$ cat src/rtl/mem_loader_if.sv
// Byte-stream input and memory write-port bundle for the boot loader.
interface mem_loader_if #(
   parameter int unsigned BUS_WIDTH = 32
);
   logic [7:0]           in_data;
   logic                 in_valid;
   logic                 in_ready;
   logic                 mem_we;
   logic [BUS_WIDTH-1:0] mem_a;
   logic [BUS_WIDTH-1:0] mem_wd;

   // Stream source / memory side
   modport master (
      output in_data, in_valid,
      input  in_ready, mem_we, mem_a, mem_wd
   );

   // Loader side
   modport slave (
      input  in_data, in_valid,
      output in_ready, mem_we, mem_a, mem_wd
   );
endinterface

$ cat src/rtl/mem_loader.sv
// Boot-time program loader: takes a length-prefixed byte stream and writes
// little-endian 32-bit words into memory at consecutive word addresses.
module mem_loader #(
   parameter int unsigned BUS_WIDTH = 32,
   parameter logic [31:0] ADDR_BASE = 32'h0000_0000,
   parameter int unsigned MAX_WORDS = 16384
) (
   input  logic             clk,
   input  logic             rst_n,
   input  logic             start,
   mem_loader_if.slave      bus,
   output logic             busy,
   output logic             done,
   output logic             error,
   output logic [15:0]      words_written
);
   localparam int unsigned WORD_W = 32;
   localparam int unsigned IDX_W  = 16;

   typedef enum logic [2:0] {
      IDLE,
      LEN,
      DATA,
      WRITE,
      DONE,
      ERR
   } state_t;

   state_t              state;
   logic [1:0]          byte_cnt;
   logic [23:0]         asm_q;
   logic [WORD_W-1:0]   len_q;
   logic [IDX_W-1:0]    idx;
   logic                hs_c;
   logic [WORD_W-1:0]   word_c;

   // Byte transfer qualifier and the word completed by the current byte
   assign hs_c   = bus.in_valid && bus.in_ready;
   assign word_c = {bus.in_data, asm_q};

   // Loader FSM with all outputs registered
   always_ff @(posedge clk or negedge rst_n) begin
      if (!rst_n) begin
         state         <= IDLE;
         byte_cnt      <= 2'd0;
         asm_q         <= 24'd0;
         len_q         <= 32'd0;
         idx           <= 16'd0;
         bus.in_ready  <= 1'b0;
         bus.mem_we    <= 1'b0;
         bus.mem_a     <= BUS_WIDTH'(ADDR_BASE);
         bus.mem_wd    <= '0;
         busy          <= 1'b0;
         done          <= 1'b0;
         error         <= 1'b0;
         words_written <= 16'd0;
      end else begin
         case (state)
            IDLE, DONE, ERR: begin
               if (start) begin
                  state         <= LEN;
                  byte_cnt      <= 2'd0;
                  idx           <= 16'd0;
                  words_written <= 16'd0;
                  bus.in_ready  <= 1'b1;
                  busy          <= 1'b1;
                  done          <= 1'b0;
                  error         <= 1'b0;
               end
            end
            LEN: begin
               if (hs_c) begin
                  asm_q    <= word_c[31:8];
                  byte_cnt <= byte_cnt + 2'd1;
                  if (byte_cnt == 2'd3) begin
                     len_q <= word_c;
                     if (word_c == 32'd0) begin
                        state        <= DONE;
                        bus.in_ready <= 1'b0;
                        busy         <= 1'b0;
                        done         <= 1'b1;
                     end else if (word_c > 32'(MAX_WORDS)) begin
                        state        <= ERR;
                        bus.in_ready <= 1'b0;
                        busy         <= 1'b0;
                        error        <= 1'b1;
                     end else begin
                        state <= DATA;
                     end
                  end
               end
            end
            DATA: begin
               if (hs_c) begin
                  asm_q    <= word_c[31:8];
                  byte_cnt <= byte_cnt + 2'd1;
                  if (byte_cnt == 2'd3) begin
                     state        <= WRITE;
                     bus.in_ready <= 1'b0;
                     bus.mem_we   <= 1'b1;
                     bus.mem_a    <= BUS_WIDTH'(ADDR_BASE + 32'({idx, 2'b00}));
                     bus.mem_wd   <= BUS_WIDTH'(word_c);
                  end
               end
            end
            WRITE: begin
               bus.mem_we    <= 1'b0;
               idx           <= idx + 16'd1;
               words_written <= words_written + 16'd1;
               if (32'(idx) + 32'd1 == len_q) begin
                  state <= DONE;
                  busy  <= 1'b0;
                  done  <= 1'b1;
               end else begin
                  state        <= DATA;
                  bus.in_ready <= 1'b1;
               end
            end
            default: begin
               state        <= IDLE;
               bus.in_ready <= 1'b0;
               bus.mem_we   <= 1'b0;
               busy         <= 1'b0;
            end
         endcase
      end
   end
endmodule

$ cat src/flat_wrapper.sv
// flat-port wrapper written by rule: the top's interface ports become plain ports
module mem_loader_flat 
#(
   parameter int unsigned BUS_WIDTH = 32,
   parameter logic [31:0] ADDR_BASE = 32'h0000_0000,
   parameter int unsigned MAX_WORDS = 16384
)
  (clk, rst_n, start, busy, done, error, words_written, bus_in_data, bus_in_valid, bus_in_ready, bus_mem_we, bus_mem_a, bus_mem_wd);
  mem_loader_if #(.BUS_WIDTH(BUS_WIDTH)) bus_i ();
  input  logic clk;
  input  logic rst_n;
  input  logic start;
  output logic busy;
  output logic done;
  output logic error;
  output logic [15:0] words_written;
  input wire logic [$bits(bus_i.in_data)-1:0] bus_in_data;
  input wire logic [$bits(bus_i.in_valid)-1:0] bus_in_valid;
  output wire logic [$bits(bus_i.in_ready)-1:0] bus_in_ready;
  output wire logic [$bits(bus_i.mem_we)-1:0] bus_mem_we;
  output wire logic [$bits(bus_i.mem_a)-1:0] bus_mem_a;
  output wire logic [$bits(bus_i.mem_wd)-1:0] bus_mem_wd;
  assign bus_i.in_data = bus_in_data;
  assign bus_i.in_valid = bus_in_valid;
  assign bus_in_ready = bus_i.in_ready;
  assign bus_mem_we = bus_i.mem_we;
  assign bus_mem_a = bus_i.mem_a;
  assign bus_mem_wd = bus_i.mem_wd;
  mem_loader #(.BUS_WIDTH(BUS_WIDTH), .ADDR_BASE(ADDR_BASE), .MAX_WORDS(MAX_WORDS)) u_core (.clk(clk), .rst_n(rst_n), .start(start), .bus(bus_i), .busy(busy), .done(done), .error(error), .words_written(words_written));
endmodule
$ cat config.mk
export PLATFORM = sky130hd
export DESIGN_NAME = mem_loader_flat
export DESIGN_NICKNAME = d
export VERILOG_FILES = /design/src/rtl/mem_loader_if.sv /design/src/rtl/mem_loader.sv /design/src/flat_wrapper.sv
export SDC_FILE = /design/constraint.sdc
export NUM_CORES = 1
export LEC_CHECK = 0
export ABC_AREA = 1
export BUFFER_PORTS_ARGS = -buffer_cell sky130_fd_sc_hd__buf_2
export CAP_MARGIN = 30
export CORE_MARGIN = 2
export CORE_UTILIZATION = 40
export DETAILED_ROUTE_END_ITERATION = 6
export PLACE_DENSITY = 0.7
export SYNTH_ARGS = -nofsm -noshare
export SYNTH_HDL_FRONTEND = slang
export SYNTH_SLANG_ARGS = --single-unit
$ cat constraint.sdc
create_clock -name clk -period 2.4 [get_ports clk]
set_clock_uncertainty 0.15 [all_clocks]
set_input_delay 0.24 -clock clk [delete_from_list [all_inputs] [get_ports clk]]
set_output_delay 0.24 -clock clk [all_outputs]
set_load 0.05 [all_outputs]
==> results.py, run 1 <==
metrics = {
    "worst_setup_path": {
        "rrSetupSlack_ps": 180,
        "critPathMaxStageDelay_ps": 420,
        "r2r_start": "u_core.idx[0]",
        "crit_top_cell": "nand2_1",
        "cp_slowest_cell": "dfrtp_1",
        "critPathCaptureType": "flop",
        "crit_family": "simple AND/OR/NAND/NOR gates",
        "path_cells": "buf_4, inv_1, nor2_4, nand2_2, nand2_1, nand3_1, nand2_1, nand2_1, nor2_1, nand2_1, nor2_2, nand2_2, nand2_4, nand3_1, nand2_1, nand2_1",
        "r2r_end": "u_core.busy",
        "critPathKind": "flop to flop",
        "critPathBufInv": 2,
        "cp-start-kind": "flop",
        "crit_cells": 16,
        "critPathArrivalTime_ps": 2380,
        "r2r_cells": 16,
        "cp.required_ps": 2560,
        "worstPathMaxFanout": 6,
    },
    "routing": {
        "drt-met1-wl_mm": 7.60,
        "wl_met3_um": 848,
        "drc": 0,
        "wl_per_cell_um": 14.2,
        "vias_per_cell": 4.96,
        "top_layer_used": "met4",
        "vias": 5647,
        "wl_mm": 16.2,
        "ant_nets": 0,
        "route.met2.wl_mm": 7.55,
        "drtIter0Drc": 541,
        "drtPass1Iterations": 5,
    },
    "place": {
        "io_buffers": 80,
        "placed_cell_area_sq_mm": 0.00739,
        "place.detailed.hpwl_mm": 11.5,
        "pre_cts_ws_ps": 188,
        "place_inst": 1096,
        "place.gp.congestion": 0.908,
    },
    "logic_synthesis": {
        "syn_area_per_cell_sq_um": 8.33,
        "seq_area_frac_synth_pct": 54.3,
        "ys_types": 35,
        "syn-cell-area_sq_mm": 0.00672,
        "yosys_register_bits": 146,
        "synth-main-ff-cell": "dfrtp_1",
        "syn_inst": 807,
        "synth-edff-count": 0,
        "async_flop_share_pct": 100,
        "yosysWarnings": 0,
    },
    "global_routing": {
        "antenna_found_initial": 0,
        "grt_pass1_wl_mm": 26.6,
        "grt.overflow.total": 0,
        "groute.usage.overall_pct": 18.7,
        "grt_pass1_vias": 5151,
        "grt_max_degree": 66,
    },
    "floorplan": {
        "io_pins": 97,
        "core_region_area_sq_mm": 0.0165,
        "fp.dieW_um": 134,
        "fp.dieArea_sq_mm": 0.0179,
        "num_rows": 47,
        "initial_core_util_pct": 40.7,
        "dieHeight_um": 134,
    },
    "timing": {
        "finalHoldViolations": 0,
        "rsz0062_at_grt": "true",
        "layout_min_cycle_time_ps": 2220,
        "worst_slew_pin_slew_ps": 621,
        "fin_crit_sh_pct": 92.4,
        "fin_ws_ps": 182,
        "slew_headroom_pct": 58.6,
        "fin_hold_ws_ps": 7.04,
        "finalSetupViolations": 0,
        "drv_slew": 0,
        "fmax_ghz": 0.451,
    },
    "cells_and_area": {
        "syn2layout_area_growth_pct": 20.8,
        "fin_nets": 921,
        "nFillCells": 1594,
        "multi_input_area_sq_mm": 0.00259,
        "fin_cells": 1139,
        "antenna_cells": 0,
        "stdcell_area_sq_mm": 0.00813,
        "seq_area_sq_mm": 0.00365,
        "drive_above_1_share_pct": 18.0,
        "fin_util_pct": 49.2,
    },
    "hold_path": {
        "hp-start": "bus_in_data[1]",
        "min_to": "u_core.bus.mem_wd[25]",
        "hold_class": "input port to flop",
        "hold_depth": 3,
    },
    "power": {
        "power.switching_mw": 1.15,
        "ir_drop_uv": 486,
        "p_leak_nw": 4.36,
        "power_frac_seq_pct": 46.4,
        "p_int_mw": 4.15,
        "power_frac_comb_pct": 2.6,
        "clkPwrFrac_pct": 50.9,
        "powerDensity_mw_per_mm2": 652,
        "sw_frac_of_total_pct": 21.8,
    },
    "clocking": {
        "h-tree-depth": 4,
        "clkLatencyLatePin_ps": 420,
        "path_clk_slew_ps": 60,
        "cts_made_buffers": 17,
        "cts_root_buffer": "clkbuf_16",
        "cts_tree": "yes",
        "clock_path_buffers": 2,
        "clkSinkCount": 146,
    },
    "run_status": {
        "status": "complete, no violations",
    },
    "job": {
        "maxCapViolations": 0,
    },
}
[flip-flops by register name, summed over array words and instances, names as in the netlist]
| register | count |
|---|---|
| u_core.bus.mem_wd | 32 |
| u_core.len_q | 32 |
| u_core.asm_q | 24 |
| u_core.bus.mem_a | 16 |
| u_core.idx | 16 |
| u_core.words_written | 16 |
| u_core.state | 3 |
| u_core.byte_cnt | 2 |
| u_core.bus.in_ready | 1 |
| u_core.bus.mem_we | 1 |
| u_core.busy | 1 |
| u_core.done | 1 |
| u_core.error | 1 |
[placed cells by master, fill, tap and decap left out, drive strengths merged, types with 6 or more instances in the layout]
| master | count |
|---|---|
| a21oi | 7 |
| buf | 101 |
| clkbuf | 19 |
| clkinv | 7 |
| conb | 16 |
| dfrtp | 146 |
| dlygate4sd3 | 6 |
| inv | 92 |
| mux2 | 7 |
| nand2 | 240 |
| nand3 | 47 |
| nand4 | 16 |
| nor2 | 54 |
| o21ai | 119 |
| o22ai | 13 |
[area by class of cell]
type	instances	share of cell area (%)
sequential	146	45.0
timing repair buffer	107	8.15
clock inverter	13	1.97
multi-input combinational	543	31.9
inverter	91	4.20
clock buffer	19	5.45
tap	220	3.39
[tightest hold or removal path, cell delays in order]
cell	delay [ps]
buf_2	70
inv_1	70
o21ai_0	160
[per-layer routing]
| metal | vias up | GRT usage (%) |
|---|---|---|
| li1 | 2777 | - |
| met1 | 2677 | 26.6 |
| met2 | 166 | 28.8 |
| met3 | 27 | 4.57 |
| met4 | 0 | 4.96 |
| met5 | - | 0 |
[Yosys cell counts (all sizes together), types with 2 or more instances]
library cell / count / area (sq um)
xor2: 2 / 17.5
nand3b: 2 / 15.0
dfrtp: 146 / 3650
ha: 3 / 37.5
nand3: 47 / 235
nand4: 16 / 100
nor2: 54 / 243
o21ai: 119 / 596
nor3: 3 / 20.0
clkbuf: 24 / 100
nand2: 240 / 916
mux2: 7 / 78.8
nor4: 3 / 18.8
a21oi: 7 / 35.0
mux2i: 3 / 30.0
o22ai: 13 / 81.3
buf: 18 / 130
or2: 2 / 12.5
inv: 91 / 342
[how the worst max path moves through the flow]
| stage | end | slack [ps] | startpoint |
|---|---|---|---|
| 6_report | u_core.busy | 180 | u_core.idx[0] |
| 5_1_grt | u_core.done | -20 | u_core.idx[0] |
| 4_1_cts | u_core.done | 190 | u_core.idx[0] |
| 3_5_place_dp | u_core.busy | 190 | u_core.idx[0] |
| 3_3_place_gp | u_core.busy | 240 | u_core.idx[0] |
| 2_1_floorplan | u_core.words_written[14] | 220 | u_core.words_written[0] |
[power groups by stage]
| stage | logic, mW | registers [mW] | clock network, mW |
|---|---|---|---|
| 4_1_cts | 0.145 | 2.46 | 2.74 |
| 5_1_grt | 0.157 | 2.46 | 2.85 |
| 2_1_floorplan | 0.0807 | 2.51 | 0 |
| 6_report | 0.140 | 2.46 | 2.70 |
| 3_3_place_gp | 0.136 | 2.51 | 0 |
| 3_5_place_dp | 0.137 | 2.51 | 0 |
[timing repair]
item	CTS	global route
buffers inserted	0	5
setup endpoints to repair	0	5
endpoints found under the hold margin	69	0
resized for setup	0	9
hold buffers	6	0
[kinds of logic (layout without fill, tap and decap cells)]
kind of cell / count (synthesis) / in the layout / synth area share (%)
AOI/OAI and AO/OA: 142 / 142 / 10.9
xor gates and xnor gates: 4 / 4 / 0.726
adders and majority gates: 3 / 3 / 0.558
buffers and inverters: 133 / 230 / 8.50
DFF: 146 / 146 / 54.3
muxes: 10 / 10 / 1.62
other: 1 / 16 / 0.0558
and+or+nand+nor: 368 / 368 / 23.3
[stage by stage]
| step | setup TNS, ps | power (mW) |
|---|---|---|
| after global routing | -79.3 | 5.47 |
| after floorplan | 0 | 2.59 |
| after CTS | 0 | 5.35 |
| final | 0 | 5.30 |
| after detailed placement | 0 | 2.64 |
| after global placement | 0 | 2.64 |
No activity file was read; power rests on OpenSTA's default activity.
==> run 2: changes to the inputs <==
PLACE_DENSITY = 0.72   (was 0.7)
clock period = 1.95 ns   (was 2.4 ns; I/O delays follow)
==> results.py, run 2 (synthesis results as in run 1) <==
metrics = {
    "run_status": {
        "status": "complete, but fails checks",
        "violations": "setup timing",
    },
    "cells_and_area": {
        "layout_commonest_cell": "nand2_1",
        "fin_util_pct": 53.5,
        "nFillCells": 1511,
        "drive_above_1_share_pct": 26.1,
        "fin_nets": 983,
        "reg_top3": "u_core.bus.mem_wd (32), u_core.len_q (32), u_core.asm_q (24)",
        "antenna_cells": 0,
        "final_cell_mix": "nand2_1 (223), dfrtp_1 (142), o21ai_0 (113)",
        "multi_input_area_sq_mm": 0.00270,
        "syn2layout_area_growth_pct": 31.4,
        "stdcell_area_sq_mm": 0.00884,
        "fin_cells": 1201,
        "seq_area_sq_mm": 0.00366,
    },
    "timing": {
        "rsz0062_at_grt": "true",
        "layout_min_cycle_time_ps": 2220,
        "fin_ws_ps": -269,
        "fin_hold_ws_ps": 16.9,
        "fmax_ghz": 0.451,
        "drv_slew": 0,
        "finalSetupViolations": 6,
        "fin_crit_sh_pct": 114,
        "finalHoldViolations": 0,
    },
    "floorplan": {
        "dieHeight_um": 134,
        "io_pins": 97,
        "num_rows": 47,
        "fp.dieArea_sq_mm": 0.0179,
        "core_region_area_sq_mm": 0.0165,
        "initial_core_util_pct": 40.7,
        "fp.dieW_um": 134,
    },
    "clocking": {
        "cts_root_buffer": "clkbuf_16",
        "h-tree-depth": 4,
        "clock_path_buffers": 2,
        "cts_tree": "yes",
        "clkLatencyLatePin_ps": 420,
        "path_clk_slew_ps": 60,
        "cts_made_buffers": 17,
        "clkSinkCount": 146,
    },
    "power": {
        "powerDensity_mw_per_mm2": 788,
        "p_leak_nw": 4.75,
        "ir_drop_uv": 581,
    },
    "routing": {
        "wl_per_cell_um": 14.0,
        "wl_mm": 16.9,
        "vias_per_cell": 4.89,
        "drtPass1Iterations": 5,
        "drc": 0,
        "vias": 5868,
        "drtIter0Drc": 507,
        "ant_nets": 0,
    },
    "worst_setup_path": {
        "worstPathMaxFanout": 5,
        "critPathMaxStageDelay_ps": 410,
        "crit_top_cell": "nand2_1",
        "critPathArrivalTime_ps": 2390,
        "cp_slowest_cell": "dfrtp_1",
        "critPathKind": "flop to flop",
        "cp-start-kind": "flop",
        "path_cells": "buf_6, buf_6, nand2_4, nor2_4, nand2_1, nand3_1, nand2_1, nor2_1, nand2_1, nor2_1, nand2_1, nor2_2, nand2_2, nand2_4, nand3_2, nand2_1, nand2_1",
        "cp.required_ps": 2120,
        "critPathCaptureType": "flop",
    },
    "global_routing": {
        "antenna_found_initial": 0,
        "groute.usage.overall_pct": 19.8,
        "grt.overflow.total": 0,
        "grt_pass1_vias": 5644,
        "grt_max_degree": 50,
        "grt_pass1_wl_mm": 28.0,
    },
    "place": {
        "io_buffers": 80,
        "place.gp.congestion": 0.914,
        "place_inst": 1152,
        "place.detailed.hpwl_mm": 11.9,
        "placed_cell_area_sq_mm": 0.00786,
        "pre_cts_ws_ps": -201,
    },
    "job": {
        "maxCapViolations": 0,
    },
    "hold_path": {
        "hold_class": "input port to flop",
    },
}
run 2: cell count changes in the layout (fill, tap and decap cells not counted), moves of 4 or more:
cell | before | now
nand3_1 | 45 | 40
nand3_2 | 2 | 7
buf_4 | 18 | 74
nand2_2 | 6 | 14
inv_1 | 88 | 84
nor2_4 | 4 | 10
dfrtp_2 | 0 | 4
nand2_1 | 233 | 223
dfrtp_1 | 146 | 142
nor2_1 | 44 | 40
run 2: area by class of cell:
class                   instances  area share [%]
clock buffers                  19            5.13
clock inverters                13            2.62
inverters                      91            3.89
multi-input cells             543            30.6
flip-flops and latches        146            41.4
well taps                     220            3.12
repair buffers                169            13.3
run 2: power by group:
group          switching [mW]  internal, mW
combinational           0.144        0.0383
clock                    1.29          2.47
sequential                  0          3.03
run 2: through the flow:
stage | total power [mW] | TNS, ps
CTS | 7.02 | -1050
floorplan | 3.19 | -24.2
global placement | 3.26 | -524
detailed placement | 3.26 | -906
finish | 6.97 | -1380
global route | 7.16 | -2350
run 2: routing by layer:
metal  share of wire, %  track usage (%)
met5                  0                0
met2                 48             31.4
met4                1.8             7.74
met3                3.9             4.11
met1                 47             26.8
run 2: final timing paths:
check / startpoint / cells after the start / slack, ps / end
max: u_core.idx[1] / 17 / -270 / u_core.done
min in group asynchronous: rst_n / 2 / 80 / u_core.bus.mem_wd[29]
min: bus_in_data[0] / 4 / 20 / u_core.len_q[24]
max reg2reg: u_core.idx[1] / 17 / -270 / u_core.done
min reg2reg: u_core.bus.mem_a[13] / 2 / 330 / u_core.bus.mem_a[13]
max in group asynchronous: rst_n / 3 / 950 / u_core.idx[2]
run 2: timing repair:
item | CTS | global route
pin swaps | 15 | 24
gates resized for setup | 19 | 30
setup endpoints to repair | 26 | 84
buffers inserted | 9 | 2
hold endpoints to repair | 156 | 0
hold buffers | 6 | 0
run 2: critical path: cells and delay by family (launching register included):
kind          cells  cell delay, ps
simple gates     15            1310
buf+inv           2             230
flops             1             410
